[config.mk]
export PLATFORM = sky130hd
export DESIGN_NAME = spi_txn_arbiter
export DESIGN_NICKNAME = d
export VERILOG_FILES = /design/src/rtl/spi_txn_arbiter.sv
export SDC_FILE = /design/constraint.sdc
export NUM_CORES = 1
export LEC_CHECK = 0
export ABC_AREA = 0
export BUFFER_PORTS_ARGS = -buffer_cell sky130_fd_sc_hd__buf_2
export CAP_MARGIN = 5
export CORE_MARGIN = 4
export CORE_UTILIZATION = 41
export DETAILED_ROUTE_END_ITERATION = 10
export PLACE_DENSITY_LB_ADDON = 0.08
export SLEW_MARGIN = 20
export SYNTH_ARGS = -nofsm -noshare
export SYNTH_HDL_FRONTEND = slang
export SYNTH_SLANG_ARGS = --single-unit
[constraint.sdc]
create_clock -name clk -period 3.22 [get_ports clk]
set_clock_uncertainty 0.15 [all_clocks]
set_input_delay 0.161 -clock clk [delete_from_list [all_inputs] [get_ports clk]]
set_output_delay 0.161 -clock clk [all_outputs]
set_load 0.03 [all_outputs]
[src/rtl/spi_txn_arbiter.sv]
// spi_txn_arbiter
// Shares one byte-wide SPI master between two requesters. Each accepted
// transaction (1-5 bytes) runs under a single cs_n assertion with
// programmable setup/hold, and the collected RX bytes go back to the
// requester that was granted.
module spi_txn_arbiter #(
  parameter int CS_SETUP = 2,
  parameter int CS_HOLD  = 2
) (
  input  logic        clk,
  input  logic        rst,
  input  logic        req0_valid,
  input  logic [39:0] req0_data,
  input  logic [2:0]  req0_len,
  output logic        req0_ready,
  output logic        req0_done,
  output logic [39:0] req0_rdata,
  input  logic        req1_valid,
  input  logic [39:0] req1_data,
  input  logic [2:0]  req1_len,
  output logic        req1_ready,
  output logic        req1_done,
  output logic [39:0] req1_rdata,
  output logic        spi_start,
  output logic [39:0] spi_data_in,
  input  logic [7:0]  spi_data_out,
  input  logic        spi_busy,
  input  logic        spi_new_data,
  output logic        cs_n
);

  // Setup/hold counter width; comfortably covers any sensible CS timing.
  localparam int CW = 16;

  typedef enum logic [2:0] {
    S_IDLE,
    S_SETUP,
    S_START,
    S_WAIT,
    S_HOLD,
    S_DONE
  } state_t;

  state_t        state_q, state_d;
  logic          last_grant_q, last_grant_d;
  logic          gnt_q, gnt_d;
  logic [39:0]   shreg_q, shreg_d;
  logic [39:0]   rx_q, rx_d;
  logic [2:0]    rem_q, rem_d;
  logic [CW-1:0] cnt_q, cnt_d;
  logic          cs_n_q, cs_n_d;

  logic          ready_pulse;
  logic          done_pulse;
  logic          rdata_load;
  logic          pick;

  logic [1:0]    req_valid;
  logic [39:0]   req_data  [2];
  logic [2:0]    req_len   [2];
  logic [1:0]    req_ready;
  logic [1:0]    req_done;
  logic [39:0]   req_rdata [2];

  // Byte count clamp: 0 means one byte, anything above 5 means five.
  function automatic logic [2:0] eff_len(input logic [2:0] len);
    if (len == 3'd0) return 3'd1;
    if (len > 3'd5) return 3'd5;
    return len;
  endfunction

  assign req_valid   = {req1_valid, req0_valid};
  assign req_data[0] = req0_data;
  assign req_data[1] = req1_data;
  assign req_len[0]  = req0_len;
  assign req_len[1]  = req1_len;

  // With both requesting, the one that was not served last wins.
  assign pick = (req_valid == 2'b11) ? ~last_grant_q : req_valid[1];

  // Per-requester handshake outputs and RX result registers.
  generate
    for (genvar gi = 0; gi < 2; gi++) begin : g_req
      logic [39:0] rdata_q;

      assign req_ready[gi] = ready_pulse & (gnt_q == 1'(gi));
      assign req_done[gi]  = done_pulse & (gnt_q == 1'(gi));
      assign req_rdata[gi] = rdata_q;

      // Load the finished RX bytes for the granted requester only.
      always_ff @(posedge clk) begin
        if (rst) begin
          rdata_q <= '0;
        end else if (rdata_load && (gnt_q == 1'(gi))) begin
          rdata_q <= rx_q;
        end
      end
    end
  endgenerate

  assign req0_ready = req_ready[0];
  assign req1_ready = req_ready[1];
  assign req0_done  = req_done[0];
  assign req1_done  = req_done[1];
  assign req0_rdata = req_rdata[0];
  assign req1_rdata = req_rdata[1];
  assign cs_n       = cs_n_q;

  // State and datapath registers; reset drops any transaction in flight.
  always_ff @(posedge clk) begin
    if (rst) begin
      state_q      <= S_IDLE;
      last_grant_q <= 1'b1;
      gnt_q        <= 1'b0;
      shreg_q      <= '0;
      rx_q         <= '0;
      rem_q        <= '0;
      cnt_q        <= '0;
      cs_n_q       <= 1'b1;
    end else begin
      state_q      <= state_d;
      last_grant_q <= last_grant_d;
      gnt_q        <= gnt_d;
      shreg_q      <= shreg_d;
      rx_q         <= rx_d;
      rem_q        <= rem_d;
      cnt_q        <= cnt_d;
      cs_n_q       <= cs_n_d;
    end
  end

  // Next-state, datapath updates and handshake pulses.
  always_comb begin
    state_d      = state_q;
    last_grant_d = last_grant_q;
    gnt_d        = gnt_q;
    shreg_d      = shreg_q;
    rx_d         = rx_q;
    rem_d        = rem_q;
    cnt_d        = cnt_q;
    ready_pulse  = 1'b0;
    done_pulse   = 1'b0;
    rdata_load   = 1'b0;
    spi_start    = 1'b0;
    spi_data_in  = '0;

    case (state_q)
      S_IDLE: begin
        if (req_valid != 2'b00) begin
          gnt_d        = pick;
          last_grant_d = pick;
          shreg_d      = req_data[pick];
          rem_d        = eff_len(req_len[pick]);
          rx_d         = '0;
          cnt_d        = '0;
          state_d      = S_SETUP;
        end
      end

      S_SETUP: begin
        // Accept pulse coincides with the first cycle of cs_n low.
        ready_pulse = (cnt_q == '0);
        if (cnt_q == CW'(CS_SETUP - 1)) begin
          cnt_d   = '0;
          state_d = S_START;
        end else begin
          cnt_d = cnt_q + CW'(1);
        end
      end

      S_START: begin
        // Gated by rst so a reset never launches a byte on its way out.
        if (!spi_busy && !rst) begin
          spi_start   = 1'b1;
          spi_data_in = {32'h0, shreg_q[39:32]};
          shreg_d     = {shreg_q[31:0], 8'h00};
          state_d     = S_WAIT;
        end
      end

      S_WAIT: begin
        if (spi_new_data) begin
          rx_d  = {rx_q[31:0], spi_data_out};
          rem_d = rem_q - 3'd1;
          cnt_d = '0;
          if (rem_q == 3'd1) begin
            state_d = S_HOLD;
          end else begin
            state_d = S_START;
          end
        end
      end

      S_HOLD: begin
        if (cnt_q == CW'(CS_HOLD - 1)) begin
          cnt_d      = '0;
          rdata_load = 1'b1;
          state_d    = S_DONE;
        end else begin
          cnt_d = cnt_q + CW'(1);
        end
      end

      S_DONE: begin
        done_pulse = 1'b1;
        state_d    = S_IDLE;
      end

      default: begin
        state_d = S_IDLE;
      end
    endcase

    // cs_n is registered from the next state so it never glitches.
    cs_n_d = !((state_d == S_SETUP) || (state_d == S_START) ||
               (state_d == S_WAIT)  || (state_d == S_HOLD));
  end

endmodule

==> impl_metrics.env <==
export IMPL_status="finished, final reports clean"
export IMPL_max_freq_ghz=0.352
export IMPL_clockRootBuffer="clkbuf_16"
export IMPL_path_clk_slew_ps=70
export IMPL_fillers=2051
export IMPL_numPortBuffers=193
export IMPL_slew_headroom_pct=49.1
export IMPL_cts_hold_buf=13
export IMPL_grt_usage_pct=19.0
export IMPL_critPathKind="flip-flop to output port"
export IMPL_core_area_um2=20500
export IMPL_avgViaCountPerCell=5.15
export IMPL_cpPeakStageDelay_ps=640
export IMPL_syn_area_um2=8660
export IMPL_clock_latency_ps=420
export IMPL_final_hold_viol_count=0
export IMPL_cp_start_kind="flip-flop"
export IMPL_cp_arrival_ps=2530
export IMPL_multi_input_area_um2=4390
export IMPL_die_h_um=153
export IMPL_setup_viol=0
export IMPL_crit_path_top_delay_cell="dfxtp_1"
export IMPL_cts_tree="yes"
export IMPL_cp_top_family="simple AND/OR/NAND/NOR gates"
export IMPL_clockBufferDepth=2
export IMPL_dpl_cell_count=1389
export IMPL_overflow=0
export IMPL_routed_top_layer="met4"
export IMPL_power_switching_mw=1.74
export IMPL_min_path_type="input port to flip-flop"
export IMPL_worst_slew_pin_slew_ps=762
export IMPL_ys_seq_elements=185
export IMPL_final_cells=1434
export IMPL_synth_cells=985
export IMPL_period_needed_ps=2840
export IMPL_yosysUniqueCellTypes=57
export IMPL_worstPathMaxFanout=32
export IMPL_p_per_area_nw_per_um2=552
export IMPL_die_x_um=153
export IMPL_area_growth_pct=19.8
export IMPL_crit_required_ps=2910
export IMPL_max_cap_viol_count=0
export IMPL_num_vias=7384
export IMPL_drt_wl_total_um=23100
export IMPL_vdd_drop_max_mv=0.287
export IMPL_power_leakage_nw=4.49
export IMPL_cts_resized=0
export IMPL_initial_utilization_pct=42.2
export IMPL_wl_per_cell_um=16.1
export IMPL_met3WireLength_um=1420
export IMPL_crit_chain="or3b_4, buf_4, nor3_1, buf_4, and2_1, buf_2"
export IMPL_dp_hpwl_um=16100
export IMPL_synthArstFlopShare_pct=0
export IMPL_wl_met2_um=10600
export IMPL_power_share_sequential_pct=44.1
export IMPL_avgSynthCellArea_um2=8.79
export IMPL_endpoint_kind="output port"
export IMPL_dieArea_um2=23500
export IMPL_wl_met1_um=11000
export IMPL_seqCellArea_um2=3700
export IMPL_drc=0
export IMPL_gp_congestion=0.801
export IMPL_design_area_um2=10400
export IMPL_first_pass_iters=5
export IMPL_slew_violations=0
export IMPL_placed_cell_area_um2=9640
export IMPL_diodes=0
export IMPL_grt_pass1_wl_um=37400
export IMPL_crit_buf_inv=3
export IMPL_final_util_pct=50.6
export IMPL_clockPowerShare_pct=37.6
export IMPL_switching_share_pct=30.4
export IMPL_finalCritPeriodShare_pct=88.2
export IMPL_place_ws_ps=708
export IMPL_cts_setup_buffers=0
export IMPL_yosysWarnings=0
export IMPL_nets=1256
export IMPL_seq_area_frac_synth_pct=42.8
export IMPL_setup_tns_ps=0
export IMPL_h_tree_depth=4
export IMPL_drive_above_1_share_pct=23.0
export IMPL_p_int_mw=3.98
export IMPL_synth_ff_type="dfxtp_1"
export IMPL_grt_max_degree=47
export IMPL_antenna_found_initial=0
export IMPL_drtIter0Drc=327
export IMPL_grt_pass1_vias=7127
export IMPL_synth_edf_count=0
export IMPL_ant_nets=0
export IMPL_reg2reg_slack_ps=680
export IMPL_cts_buffers=17
export IMPL_io_pin_count=226
export IMPL_combPwrFrac_pct=18.2
export IMPL_rsz0062_at_grt="no"
export IMPL_crit_top_cell="buf_4"
export IMPL_clock_sinks=185
export IMPL_setup_ws_ps=379
export IMPL_rows=52
layout by cell type, fill, tap and decap left out, types with 5 or more instances in the layout:
cell type and count:
mux2_2 8, nor3b_1 6, buf_2 192, nand2b_1 36
o21ai_0 13, nand4_1 18, conb_1 32, nor2_1 53
nor3_1 6, ha_1 5, and2_1 11, a21oi_1 87
dfxtp_1 185, nand2_1 149, dlygate4sd3_1 13, clkbuf_16 17
a22o_1 32, buf_4 21, nand3_1 64, inv_1 11
xnor2_1 5, mux2i_1 114, nand4b_1 6, a31oi_1 6
o211ai_1 5
worst min-delay path: stages:
cell     delay, ps
buf_2           70
mux2i_1         60
a21oi_1        140
a22o_1         120
kinds of logic after synthesis:
family / after synthesis / synth area share, %
buf+inv: 124 / 8.07
other cells: 1 / 0.0433
fa+ha+maj: 5 / 0.723
flops: 185 / 42.8
compound gates: 161 / 11.8
mux: 122 / 14.2
xor+xnor: 5 / 0.506
simple gates: 382 / 21.8
area by class of cell:
cell class	instances	share of cell area [%]
multi-input cells	707	42.3
flip-flops and latches	185	35.7
repair buffers	228	12.4
clock buffers	17	4.10
well taps	270	3.26
clock inverters	15	1.75
inverters	12	0.434
metal layers:
metal,GRT usage (%),vias to the layer above
met4,3.56,0
met1,26.1,3453
met5,0,-
met3,4.38,15
met2,30.8,219
li1,-,3697
sequential cells by signal, indices dropped and copies added, names as in the netlist, 3 cells and up:
name / flops
cnt_q: 16
rem_q: 3
req0_rdata: 40
req1_rdata: 40
rx_q: 40
shreg_q: 40
state_q: 3
cells in the mapped netlist (11+ instances only):
master,count,area share [%]
nand4_1,18,1.3
a21oi_1,87,5.0
o21ai_0,13,0.75
and2_1,11,0.80
buf_6,11,1.4
buf_4,32,2.8
buf_2,24,1.4
mux2i_1,114,13
a22o_1,33,3.3
dfxtp_1,185,43
nor2_1,53,2.3
inv_1,11,0.48
nand2b_1,36,2.6
clkbuf_1,42,1.8
nand2_1,149,6.5
nand3_1,64,3.7
through the flow:
| step | power [mW] | hold WS (ps) |
|---|---|---|
| finish | 5.72 | 8.52 |
| global route | 6.00 | 11.2 |
| CTS | 5.79 | 1.88 |
| detailed placement | 3.61 | 281 |
| global placement | 3.61 | 277 |
| floorplan | 3.37 | 163 |
power groups by stage:
stage                     Clock (mW)  Combinational, mW  Sequential, mW
after floorplan                    0              0.835            2.53
final                           2.15               1.04            2.53
after global routing            2.31               1.14            2.54
after CTS                       2.21               1.05            2.52
after detailed placement           0               1.03            2.57
after global placement             0               1.03            2.58
path summary, 6_finish.rpt:
path | cells after the start | end | from
setup / recovery | 6 | spi_data_in[1] | state_q[1]$_SDFF_PP0_
hold / removal | 4 | shreg_q[32]$_SDFFE_PP0P_ | req1_data[32]
setup reg to reg | 4 | shreg_q[18]$_SDFFE_PP0P_ | state_q[1]$_SDFF_PP0_
hold reg to reg | 2 | rx_q[33]$_SDFFE_PP0P_ | rx_q[33]$_SDFFE_PP0P_
(Power assumes the default switching activity.)
